<file path="src/rtl/fifo_arb_pkg.sv">
// Shared types and helpers for the round-robin FIFO write arbiter.
package fifo_arb_pkg;

    typedef enum logic {
        ARB_IDLE  = 1'b0,
        ARB_BURST = 1'b1
    } arb_state_t;

    // Index width for N items; a single requester still needs one bit.
    function automatic int idx_width(input int n);
        return (n > 1) ? $clog2(n) : 1;
    endfunction

endpackage

</file>
<file path="src/rtl/rr_picker.sv">
// Combinational round-robin picker: first set request at or above rr_ptr, wrapping.
module rr_picker
    import fifo_arb_pkg::*;
#(
    parameter  int N_REQ = 4,
    localparam int IW    = idx_width(N_REQ)
) (
    input  logic [N_REQ-1:0] req,
    input  logic [IW-1:0]    rr_ptr,
    output logic             found,
    output logic [IW-1:0]    pick
);

    logic [IW-1:0] idx;

    // Scan from the farthest offset down so the nearest request wins last.
    always_comb begin
        found = 1'b0;
        pick  = '0;
        idx   = '0;
        for (int k = N_REQ - 1; k >= 0; k--) begin
            idx = IW'((int'(rr_ptr) + k) % N_REQ);
            if (req[idx]) begin
                found = 1'b1;
                pick  = idx;
            end
        end
    end

endmodule

</file>
<file path="src/rtl/fifo_wr_arbiter.sv">
// Round-robin arbiter sharing one FIFO write port between N_REQ producers,
// granting bursts of up to MAX_BURST beats and rotating priority after each burst.
module fifo_wr_arbiter
    import fifo_arb_pkg::*;
#(
    parameter  int N_REQ     = 4,
    parameter  int WIDTH     = 8,
    parameter  int MAX_BURST = 4,
    localparam int IW        = idx_width(N_REQ)
) (
    input  logic                   clk,
    input  logic                   reset_n,
    input  logic [N_REQ-1:0]       req,
    input  logic [N_REQ*WIDTH-1:0] req_data,
    output logic [N_REQ-1:0]       gnt,
    input  logic                   fifo_full,
    output logic                   fifo_write_en,
    output logic [WIDTH-1:0]       fifo_data_in,
    output logic [IW-1:0]          owner,
    output logic                   busy,
    output arb_state_t             state_dbg
);

    localparam int BW = $clog2(MAX_BURST + 1);

    arb_state_t    state, state_nxt;
    logic [IW-1:0] owner_nxt;
    logic [IW-1:0] rr_ptr, rr_ptr_nxt;
    logic [BW-1:0] beat_cnt, beat_cnt_nxt;
    logic          pick_found;
    logic [IW-1:0] pick_idx;
    logic          owner_req;
    logic          beat;
    logic          last_beat;

    rr_picker #(.N_REQ(N_REQ)) u_picker (
        .req    (req),
        .rr_ptr (rr_ptr),
        .found  (pick_found),
        .pick   (pick_idx)
    );

    assign owner_req = req[owner];
    assign beat      = (state == ARB_BURST) & owner_req & ~fifo_full;
    assign last_beat = beat & (beat_cnt == BW'(MAX_BURST - 1));

    always_ff @(posedge clk or negedge reset_n) begin
        if (!reset_n) begin
            state    <= ARB_IDLE;
            owner    <= '0;
            rr_ptr   <= '0;
            beat_cnt <= '0;
        end else begin
            state    <= state_nxt;
            owner    <= owner_nxt;
            rr_ptr   <= rr_ptr_nxt;
            beat_cnt <= beat_cnt_nxt;
        end
    end

    // A full FIFO blocks the beat, so owner, count and state simply hold.
    always_comb begin
        state_nxt    = state;
        owner_nxt    = owner;
        rr_ptr_nxt   = rr_ptr;
        beat_cnt_nxt = beat_cnt;
        case (state)
            ARB_IDLE: begin
                if (pick_found) begin
                    owner_nxt    = pick_idx;
                    beat_cnt_nxt = '0;
                    state_nxt    = ARB_BURST;
                end
            end
            ARB_BURST: begin
                if (beat) beat_cnt_nxt = beat_cnt + 1'b1;
                if (last_beat || !owner_req) begin
                    state_nxt  = ARB_IDLE;
                    rr_ptr_nxt = (owner == IW'(N_REQ - 1)) ? '0 : owner + 1'b1;
                end
            end
            default: state_nxt = ARB_IDLE;
        endcase
    end

    always_comb begin
        gnt = '0;
        if (state == ARB_BURST) gnt[owner] = owner_req & ~fifo_full;
    end

    assign fifo_write_en = |gnt;
    assign fifo_data_in  = req_data[owner*WIDTH +: WIDTH];
    assign busy          = (state == ARB_BURST);
    assign state_dbg     = state;

endmodule

</file>
<file path="config.mk">
export PLATFORM = sky130hd
export DESIGN_NAME = fifo_wr_arbiter
export DESIGN_NICKNAME = d
export VERILOG_FILES = /design/src/rtl/fifo_arb_pkg.sv /design/src/rtl/rr_picker.sv /design/src/rtl/fifo_wr_arbiter.sv
export SDC_FILE = /design/constraint.sdc
export NUM_CORES = 1
export LEC_CHECK = 0
export BUFFER_PORTS_ARGS = -buffer_cell sky130_fd_sc_hd__buf_2
export CAP_MARGIN = 15
export CORE_ASPECT_RATIO = 1.4
export CORE_MARGIN = 5
export CORE_UTILIZATION = 41
export DETAILED_ROUTE_END_ITERATION = 10
export PLACE_DENSITY = 0.83
export SLEW_MARGIN = 20
export SYNTH_ARGS = -nofsm -noshare
export SYNTH_HDL_FRONTEND = slang
export SYNTH_SLANG_ARGS = --single-unit
</file>
<file path="constraint.sdc">
create_clock -name clk -period 2.2 [get_ports clk]
set_input_delay 0 -clock clk [delete_from_list [all_inputs] [get_ports clk]]
set_output_delay 0 -clock clk [all_outputs]
set_load 0.005 [all_outputs]
</file>
==> impl_metrics.toml <==
[synth]
synthAdderAreaFrac = 0.0919
syn_inst = 76
synth_cell_types = 34
async_flop_share = 1.00
synth_xor_area_frac = 0
synth-simple-area-share = 0.167
synth_warnings = 0
synth-seq-cells = 8
synth_mux_area_frac = 0.291
synth_ff_type = "dfrtp_1"
syn-cell-area_um2 = 817
synth-compound-area-share = 0.158
synth_top_family_by_area = "multiplexers"
synth_edf_count = 0
avgSynthCellArea_um2 = 10.8
syn_nets = 121
synth.yosys.seq_area_share = 0.245

[placed_design]
placed_cells = 150
hpwl_um = 2000
gp_congestion = 0.750
io_buffer_count = 55

[floorplanning]
die_area_mm2 = 0.00300
fp.coreArea_mm2 = 0.00193
ios = 56
initial_core_util = 0.424
die_h_um = 62.8
die_w_um = 47.7
rows = 19

[timing]
relSlewSlack = 0.680
finClkSkew_ns = 0.00304
rsz0062_at_grt = "no"
worst_pin_slew_ns = 0.476
finalHoldViolations = 0
period_share = 0.810
slew_violations = 0
setup_viol = 0
fin_crit_ns = 1.78
whs_ns = 0.111
finalSetupTns_ns = 0
clock.fmax_ghz = 0.561

[pwr]
pwr-share-clk = 0.094
power.internal_mw = 0.708
combinationalPowerShare = 0.657
p_per_area_mw_per_mm2 = 1030
p_total_mw = 1.18
power_switching_share = 0.401
switching_power_mw = 0.474
seq_power_share = 0.250
peakVddDrop_uv = 628
leakagePower_nw = 0.588

[clock_tree]
cts_resized = 0
cts_buffers = 3
clkLatencyLatePin_ns = 0.25
post_cts_buffers = 0
clk_pin_slew_worst_paths_ns = 0.05
hold_buffers = 1
clockBufferDepth = 2
htreeDepth = 1
cts-root-buf = "clkbuf_4"
cts.sinks = 8
cts_tree = "done"

[run_status]
status = "completed"

[finish]
drive_gt1_frac = 0.541
utilization = 0.595
layout.nets = 180
area_growth_pct = 40.3
instances_no_fill = 154
n_antenna_cell = 0

[detailed_routing]
wl_per_cell_um = 15.1
num_vias = 890
postRouteAntennaNets = 0
vias_per_cell = 5.78
drt_iter0_markers = 19
wirelength_um = 2330
drcViolationCount = 0
dr.pass1.iters = 4

[global_routing]
grt_overflow = 0
antenna_found_initial = 0
track_usage = 0.155
grt_max_degree = 17
grt_pass1_vias = 896
grt_pass1_wl_um = 3560

[worst_setup_path]
critical_path_class = "register to primary output"
critPathMaxFanout = 8
start_kind = "register"
endpoint_kind = "primary output"
critPathArrivalTime_ns = 1.78
required_ns = 2.20

[flow_run]
drv_cap = 0

[worst_hold_path]
worstHoldPathType = "input port to async pin"
[layout by cell type, fill, tap and decap left out, types with 2 or more instances in the layout]
master | synthesis | routed
buf_4 | 1 | 2
nor2b_1 | 2 | 2
inv_1 | 5 | 5
a221o_1 | 2 | 2
and2_1 | 6 | 6
nand3_1 | 2 | 2
o21ai_0 | 2 | 2
dfrtp_1 | 8 | 8
mux4_2 | 8 | 8
nor2_1 | 2 | 2
and3_1 | 2 | 2
mux2i_1 | 2 | 2
a21oi_1 | 4 | 4
clkbuf_4 | 0 | 3
nand2b_1 | 2 | 2
buf_2 | 1 | 55
nand2_1 | 4 | 4
ha_1 | 6 | 6
[cells in the mapped netlist (4+ instances only)]
library cell  number  area share
and2_1             6       0.046
dfrtp_1            8        0.25
mux4_2             8        0.22
a21oi_1            4       0.025
nand2_1            4       0.018
ha_1               6       0.092
inv_1              5       0.023
[logic make-up (layout without fill, tap and decap cells)]
family | Yosys count | count (layout)
AND/OR/NAND/NOR | 24 | 24
AO/OA/AOI/OAI | 17 | 17
buffers and inverters | 9 | 66
adder cells (fa/ha/maj) | 6 | 6
flip-flops | 8 | 8
multiplexers | 12 | 12
[registers in the layout, indices dropped and copies added (netlist names)]
register  count
owner         2
rr_ptr        2
beat_cnt      3
busy          1
[worst paths after layout]
path                            depth (start not counted)     endpoint   startpoint  slack [ns]
worst max-delay path                                    4       gnt[1]     owner[0]        0.42
worst min-delay path                                    2    rr_ptr[1]      reset_n        0.11
worst max register to register                          3    rr_ptr[1]     owner[0]        0.59
worst min register to register                          1  beat_cnt[2]  beat_cnt[2]        0.56
max in group asynchronous                               2     owner[0]      reset_n        1.92
min in group clk                                        3     owner[0]       req[0]        0.11
[power groups by stage]
stage / Sequential, mW / Clock, mW / Combinational [mW]
floorplan: 0.283 / 0 / 0.536
global placement: 0.292 / 0 / 0.755
detailed placement: 0.298 / 0 / 0.791
CTS: 0.296 / 0.116 / 0.796
global route: 0.308 / 0.126 / 0.878
finish: 0.295 / 0.111 / 0.776
[layout make-up]
| class | instances | area, um^2 |
|---|---|---|
| clock buffer | 3 | 22.5 |
| fill | 172 | 779 |
| tap | 21 | 26.3 |
| timing repair buffer | 58 | 300 |
| inverter | 5 | 18.8 |
| multi-input combinational | 59 | 578 |
| sequential | 8 | 200 |
[metal layers]
| metal | wire length [um] | part of all wire | track usage |
|---|---|---|---|
| met5 | 0 | 0 | 0 |
| met3 | 411 | 0.18 | 0.0432 |
| met1 | 696 | 0.30 | 0.154 |
| met2 | 1220 | 0.52 | 0.291 |
| met4 | 4 | 0.0017 | 0.0370 |
[worst max-delay path, stage by stage (launching register included)]
cell	delay, ns
dfrtp_1	0.37
mux4_2	0.61
and3_1	0.27
and2_1	0.17
buf_2	0.12
[per-stage QoR]
step / setup slack, ns / area, um^2
2_1_floorplan: 0.549 / 817
3_3_place_gp: 0.632 / 1110
3_5_place_dp: 0.584 / 1110
4_1_cts: 0.404 / 1150
5_1_grt: 0.326 / 1150
6_report: 0.418 / 1150
Note: power is estimated with default switching activity, not from simulation.
